[src/rtl/rect_calc_pkg.sv]
// Shared encodings and mode constants for the rectangle area/perimeter calculator.
package rect_calc_pkg;

  typedef enum logic [2:0] {
    S_IDLE,
    S_MUL,
    S_PER,
    S_OUT_WAIT,
    S_OUT_DAV
  } core_state_t;

  typedef enum logic [1:0] {
    CH_EMPTY,
    CH_ACK,
    CH_FULL
  } chan_state_t;

  localparam logic MODE_AREA  = 1'b0;
  localparam logic MODE_PERIM = 1'b1;

endpackage

[src/rtl/rect_calc_if.sv]
// Producer/consumer handshake bundle; the calculator uses the slave side.
interface rect_calc_if #(
  parameter int W = 8
);
  logic [W-1:0]   data_in_1;
  logic           dav_in_1_;
  logic           rfd_in_1;
  logic [W-1:0]   data_in_2;
  logic           dav_in_2_;
  logic           rfd_in_2;
  logic           mode_in;
  logic [2*W-1:0] data_out;
  logic           dav_out_;
  logic           rfd_out;

  modport master (
    output data_in_1, dav_in_1_, data_in_2, dav_in_2_, mode_in, rfd_out,
    input  rfd_in_1, rfd_in_2, data_out, dav_out_
  );

  modport slave (
    input  data_in_1, dav_in_1_, data_in_2, dav_in_2_, mode_in, rfd_out,
    output rfd_in_1, rfd_in_2, data_out, dav_out_
  );
endinterface

[src/rtl/rect_calc_chan.sv]
// One input channel: captures a word on dav_ low, then holds it until the core loads it.
//   state    | meaning
//   CH_EMPTY | ready for data (rfd=1), waiting for dav_=0
//   CH_ACK   | word captured, waiting for producer to release dav_
//   CH_FULL  | word held for the core; dav_ ignored until load
module rect_calc_chan
  import rect_calc_pkg::*;
#(
  parameter int DW = 9
) (
  input  logic          clock,
  input  logic          reset,
  input  logic [DW-1:0] data_in,
  input  logic          dav_in_,
  input  logic          load,
  output logic          rfd,
  output logic          full,
  output logic [DW-1:0] data_q
);

  chan_state_t   state_q, state_d;
  logic [DW-1:0] data_d;

  always_ff @(posedge clock) begin
    if (reset) begin
      state_q <= CH_EMPTY;
      data_q  <= '0;
    end else begin
      state_q <= state_d;
      data_q  <= data_d;
    end
  end

  always_comb begin
    state_d = state_q;
    data_d  = data_q;
    unique case (state_q)
      CH_EMPTY: begin
        if (!dav_in_) begin
          data_d  = data_in;
          state_d = CH_ACK;
        end
      end
      CH_ACK:  if (dav_in_) state_d = CH_FULL;
      CH_FULL: if (load) state_d = CH_EMPTY;
      default: state_d = CH_EMPTY;
    endcase
  end

  assign rfd  = (state_q == CH_EMPTY);
  assign full = (state_q == CH_FULL);

endmodule

[src/rtl/rect_calc_param.sv]
// Rectangle calculator: area by W-step shift-add multiply, or perimeter 2*(A+B) in one step.
//   state      | meaning
//   S_IDLE     | waiting for both channels FULL, then load operands
//   S_MUL      | one shift-add step per cycle, W steps
//   S_PER      | single-cycle perimeter
//   S_OUT_WAIT | result on data_out, waiting for consumer rfd_out=1
//   S_OUT_DAV  | dav_out_ low until consumer drops rfd_out
module rect_calc_param
  import rect_calc_pkg::*;
#(
  parameter int W = 8
) (
  input logic        clock,
  input logic        reset,
  rect_calc_if.slave bus
);

  localparam int CW = $clog2(W + 1);

  logic           full_1, full_2, load;
  logic [W:0]     chan1_data, chan2_data;

  core_state_t    state_q, state_d;
  logic [W-1:0]   a_q, a_d;
  logic [W:0]     b_q, b_d;        // top bit always zero; channel 2 carries no mode bit
  logic [2*W-1:0] p_q, p_d;
  logic [CW-1:0]  count_q, count_d;
  logic           dav_out_q, dav_out_d;
  logic [2*W:0]   mul_sum;
  logic [W:0]     per_sum;

  rect_calc_chan #(.DW(W + 1)) u_chan_1 (
    .clock   (clock),
    .reset   (reset),
    .data_in ({bus.mode_in, bus.data_in_1}),
    .dav_in_ (bus.dav_in_1_),
    .load    (load),
    .rfd     (bus.rfd_in_1),
    .full    (full_1),
    .data_q  (chan1_data)
  );

  rect_calc_chan #(.DW(W + 1)) u_chan_2 (
    .clock   (clock),
    .reset   (reset),
    .data_in ({1'b0, bus.data_in_2}),
    .dav_in_ (bus.dav_in_2_),
    .load    (load),
    .rfd     (bus.rfd_in_2),
    .full    (full_2),
    .data_q  (chan2_data)
  );

  always_ff @(posedge clock) begin
    if (reset) begin
      state_q   <= S_IDLE;
      a_q       <= '0;
      b_q       <= '0;
      p_q       <= '0;
      count_q   <= '0;
      dav_out_q <= 1'b1;
    end else begin
      state_q   <= state_d;
      a_q       <= a_d;
      b_q       <= b_d;
      p_q       <= p_d;
      count_q   <= count_d;
      dav_out_q <= dav_out_d;
    end
  end

  always_comb begin
    state_d   = state_q;
    a_d       = a_q;
    b_d       = b_q;
    p_d       = p_q;
    count_d   = count_q;
    dav_out_d = 1'b1;
    load      = 1'b0;
    // Partial product kept on 2W+1 bits so the add never loses its carry before the shift.
    mul_sum   = {1'b0, p_q} + (b_q[0] ? {1'b0, a_q, {W{1'b0}}} : '0);
    per_sum   = {1'b0, a_q} + b_q;

    unique case (state_q)
      S_IDLE: begin
        if (full_1 && full_2) begin
          load    = 1'b1;
          a_d     = chan1_data[W-1:0];
          b_d     = chan2_data;
          p_d     = '0;
          count_d = CW'(W);
          state_d = (chan1_data[W] == MODE_PERIM) ? S_PER : S_MUL;
        end
      end
      S_MUL: begin
        p_d     = (2*W)'(mul_sum >> 1);
        b_d     = b_q >> 1;
        count_d = count_q - CW'(1);
        if (count_q == CW'(1)) state_d = S_OUT_WAIT;
      end
      S_PER: begin
        p_d     = (2*W)'({per_sum, 1'b0});
        state_d = S_OUT_WAIT;
      end
      S_OUT_WAIT: begin
        if (bus.rfd_out) begin
          dav_out_d = 1'b0;
          state_d   = S_OUT_DAV;
        end
      end
      S_OUT_DAV: begin
        if (bus.rfd_out) dav_out_d = 1'b0;
        else             state_d   = S_IDLE;
      end
      default: state_d = S_IDLE;
    endcase
  end

  assign bus.data_out = p_q;
  assign bus.dav_out_ = dav_out_q;

endmodule

[src/flat_wrapper.sv]
// flat-port wrapper written by rule: the top's interface ports become plain ports
module rect_calc_param_flat import rect_calc_pkg::*;
#(
  parameter int W = 8
)
  (clock, reset, bus_data_in_1, bus_dav_in_1_, bus_data_in_2, bus_dav_in_2_, bus_mode_in, bus_rfd_out, bus_rfd_in_1, bus_rfd_in_2, bus_data_out, bus_dav_out_);
  rect_calc_if #(.W(W)) bus_i ();
  input logic clock;
  input logic reset;
  input wire logic [$bits(bus_i.data_in_1)-1:0] bus_data_in_1;
  input wire logic [$bits(bus_i.dav_in_1_)-1:0] bus_dav_in_1_;
  input wire logic [$bits(bus_i.data_in_2)-1:0] bus_data_in_2;
  input wire logic [$bits(bus_i.dav_in_2_)-1:0] bus_dav_in_2_;
  input wire logic [$bits(bus_i.mode_in)-1:0] bus_mode_in;
  input wire logic [$bits(bus_i.rfd_out)-1:0] bus_rfd_out;
  output wire logic [$bits(bus_i.rfd_in_1)-1:0] bus_rfd_in_1;
  output wire logic [$bits(bus_i.rfd_in_2)-1:0] bus_rfd_in_2;
  output wire logic [$bits(bus_i.data_out)-1:0] bus_data_out;
  output wire logic [$bits(bus_i.dav_out_)-1:0] bus_dav_out_;
  assign bus_i.data_in_1 = bus_data_in_1;
  assign bus_i.dav_in_1_ = bus_dav_in_1_;
  assign bus_i.data_in_2 = bus_data_in_2;
  assign bus_i.dav_in_2_ = bus_dav_in_2_;
  assign bus_i.mode_in = bus_mode_in;
  assign bus_i.rfd_out = bus_rfd_out;
  assign bus_rfd_in_1 = bus_i.rfd_in_1;
  assign bus_rfd_in_2 = bus_i.rfd_in_2;
  assign bus_data_out = bus_i.data_out;
  assign bus_dav_out_ = bus_i.dav_out_;
  rect_calc_param #(.W(W)) u_core (.clock(clock), .reset(reset), .bus(bus_i));
endmodule
[config.mk]
export PLATFORM = sky130hd
export DESIGN_NAME = rect_calc_param_flat
export DESIGN_NICKNAME = d
export VERILOG_FILES = /design/src/rtl/rect_calc_pkg.sv /design/src/rtl/rect_calc_if.sv /design/src/rtl/rect_calc_chan.sv /design/src/rtl/rect_calc_param.sv /design/src/flat_wrapper.sv
export SDC_FILE = /design/constraint.sdc
export NUM_CORES = 1
export LEC_CHECK = 0
export CORE_MARGIN = 3
export CORE_UTILIZATION = 55
export DETAILED_ROUTE_END_ITERATION = 6
export PLACE_DENSITY = 0.8
export SETUP_SLACK_MARGIN = 0.02
export SLEW_MARGIN = 5
export SYNTH_ARGS = -nofsm -noshare
export SYNTH_HDL_FRONTEND = slang
export SYNTH_SLANG_ARGS = --single-unit
[constraint.sdc]
create_clock -name clock -period 5.25 [get_ports clock]
set_clock_uncertainty 0.05 [all_clocks]
set_input_delay 1.3125 -clock clock [delete_from_list [all_inputs] [get_ports clock]]
set_output_delay 1.3125 -clock clock [all_outputs]
set_load 0.1 [all_outputs]
==> results.txt <==
Worst slew margin: 29.72%
Worst r2r path cells: 8
Buf/Inv on CP: 1
Worst-path clk slew: 60 ps
Comb pwr share: 7.2%
Net Switching: 231.3 uW
Core area: 0.005270 mm^2
Antenna violations before repair: 0
Hold buffers post-CTS: 0
Worst min-delay path category: reg2reg
Total CTS buffers: 9
Sum Neg Setup Slack: 0 ps
Worst Tran Pin Value: 1054 ps
DRC violations left: 0
# setup viols final: 0
Yosys top cell area share: 39.35%
Routed WL per cell: 14.23 um
CTS tree: done
Area leader, netlist: dfxtp_1
Synth Area in Compound Gates: 18.35%
# Post-CTS Setup Buffers: 0
Layout cell share with drive strength beyond 1: 7.305%
CTS resizes: 0
Area Growth Syn to Fin: 20.24%
Fill cell count: 430
R2R setup slack: 2950 ps
Max cap viols: 0
Vias in the first global route: 2529
Synth Area in Simple Gates: 23.59%
HPWL after DPL: 4763 um
Worst-path cell chain: nor2_1 > clkdlybuf4s50_1
FF-to-FF End: u_core.bus.data_out[15]
Die H: 81.11 um
Mean post-synth cell area: 8.692 um^2
VDD IR-drop max: 214.7 uV
Total Routed Length: 6646 um
Clock Power Share: 45.0%
Largest family of logic cells by synthesized area: simple AND/OR/NAND/NOR gates
Arrival time at the worst endpoint: 2020 ps
Detail Route Antenna Nets: 0
Hold Crit Start: u_core.u_chan_1.data_q[0]
Syn Inst Count: 357
Sw frac: 22.81%
Final critical-path required period: 3385 ps
Fmax: 0.2954 GHz
Via count: 2654
Number of library cell types mapped by synthesis: 55
Post-synth EDFFs: 0
CTS root buf: clkbuf_8
Post-Syn Nets: 399
Crit path required time: 3890 ps
Cell with the most instances after synthesis: dfxtp_1
Diodes inserted: 0
First-pass GRT wire length: 11530 um
Unrepaired setup endpoints after global routing: no
Final core utilization: 70.80%
Final WS setup: 1865 ps
# placed instances: 452
Initial Utilization: 58.88%
Period utilization: 64.47%
Hold Path End: u_core.a_q[0]
Non-filler cells, final: 467
RR Startpoint: u_core.b_q[0]
CTS H-tree lvls: 3
First drt pass iteration count: 5
Crit path largest cell delay: 1140 ps
Cell Int Power: 782.8 uW
Drt via density: 5.683
FF+latch count, synth: 61
CP delay by family, top: buffers and inverters
Clk sinks: 61
Yosys warns: 0
Final Max Tran Viols: 0
DRT iter0 DRCs: 108
Largest net degree at the start of global routing: 61
Setup WS pre-CTS: 2223 ps
Leakage power: 1.484 nW
Tot GR Track Use: 23.00%
Main synth FF type: dfxtp_1
Adder-cell share of the synthesized area: 8.548%
Port bufs: 40
Worst-path fanout max: 8
Most instantiated cells after synthesis: dfxtp_1, nor2_1, nand2_1, a21oi_1, ha_1
Final Hold Viols: 0
Slowest stage cell, crit path: clkdlybuf4s50_1
Outcome: finished, final reports clean
Die W: 81.11 um
Pwr Density: 271.8 mW/mm^2
Gr ovfl total: 0
Xor and xnor area share after synthesis: 3.105%
Setup CP Type: reg2out
Clock tree buffer depth: 2
Number of I/O pins: 41
Ranking of synthesized cells by area: dfxtp_1, ha_1, nor2_1
GPL Wtd Cong: 0.8155
# nets final: 435
Mapped Area: 0.003103 mm^2
Hold Crit Depth: 2
Mux cell area share after synthesis: 3.629%
Std-Cell Rows: 26
Total die area: 0.006579 mm^2
Critical Path End Type: primary output
Sequential-to-total area share from yosys stat: 39.35%
Startpoint types: flop
Clock Latency Late Sink: 350 ps
Ys async rst share: 0%
Sequential share of power: 47.8%
## tightest hold or removal path, stage by stage (launching register included)
cell and delay (ps):
dfxtp_1 310, nand2_1 50, a21oi_1 50
## worst max-delay path by stage
stage / from / to / cells past startpoint
2_1_floorplan: u_core.u_chan_1.state_q[1] / bus_rfd_in_1 / 2
6_report: u_core.u_chan_1.state_q[1] / bus_rfd_in_1 / 2
5_1_grt: u_core.u_chan_2.state_q[1] / bus_rfd_in_2 / 2
3_3_place_gp: u_core.u_chan_2.state_q[1] / bus_rfd_in_2 / 2
4_1_cts: u_core.u_chan_2.state_q[1] / bus_rfd_in_2 / 2
3_5_place_dp: u_core.u_chan_2.state_q[1] / bus_rfd_in_2 / 2
## cells by family after synthesis
group           Yosys count
xor+xnor                 11
simple gates            144
fa+ha+maj                20
flops                    61
mux                      11
compound gates           85
buf+inv                  25
## registers in the layout, summed over array words and instances, names as in the netlist
signal,flops
u_core.bus.dav_out_,1
u_core.u_chan_1.data_q,9
u_core.u_chan_2.state_q,2
u_core.a_q,8
u_core.u_chan_2.data_q,8
u_core.b_q,8
u_core.u_chan_1.state_q,2
u_core.bus.data_out,16
u_core.state_q,3
u_core.count_q,4
## power groups by stage
stage / clock network [mW] / logic, mW / registers (mW)
4_1_cts: 0.462 / 0.0738 / 0.484
5_1_grt: 0.488 / 0.0807 / 0.486
2_1_floorplan: 0 / 0.0465 / 0.493
3_3_place_gp: 0 / 0.0719 / 0.494
6_report: 0.457 / 0.0733 / 0.484
3_5_place_dp: 0 / 0.0733 / 0.494
## placed cells by master (no fill, tap or decap), types with 3 or more instances in the layout
| cell | netlist | layout |
|---|---|---|
| o211ai_1 | 3 | 3 |
| xnor2_1 | 8 | 8 |
| inv_1 | 10 | 10 |
| nand2_1 | 48 | 48 |
| a21oi_1 | 32 | 32 |
| and2_1 | 7 | 7 |
| o21ai_0 | 10 | 10 |
| nor4_1 | 6 | 6 |
| a211oi_1 | 4 | 4 |
| o41ai_1 | 3 | 3 |
| a22o_1 | 3 | 3 |
| clkdlybuf4s50_1 | 0 | 39 |
| nand3_1 | 4 | 4 |
| mux2i_1 | 9 | 9 |
| xor2_1 | 3 | 3 |
| clkbuf_8 | 0 | 10 |
| nand2b_1 | 4 | 4 |
| ha_1 | 18 | 18 |
| a222oi_1 | 5 | 5 |
| a21o_1 | 5 | 5 |
| nor2_1 | 49 | 49 |
| a22oi_1 | 4 | 4 |
| dfxtp_1 | 61 | 61 |
| nor3_1 | 9 | 9 |
## stage by stage
stage	total power [mW]	area [um^2]	hold WS [ps]
global placement	0.5656	3517	391.5
global route	1.054	3731	427.4
detailed placement	0.5677	3517	397.3
finish	1.014	3731	403.3
CTS	1.019	3731	406.8
floorplan	0.5396	3103	382.1
## per-layer routing
layer | routed length, um | track usage [%] | part of all wire (%)
met5 | 0 | 0 | 0
met4 | 185 | 9.966 | 2.8
met3 | 338 | 7.650 | 5.1
met2 | 3087 | 36.78 | 46
met1 | 3034 | 28.19 | 46
## area by class of cell
type,instances,area (um^2),area share (%)
well taps,70,87.58,2.347
flip-flops and latches,61,1221,32.73
clock buffers,11,141.4,3.789
inverters,10,37.54,1.006
multi-input cells,271,1775,47.59
repair buffers,40,395.4,10.60
clock inverters,4,72.57,1.945
Note: power is estimated with default switching activity, not from simulation.
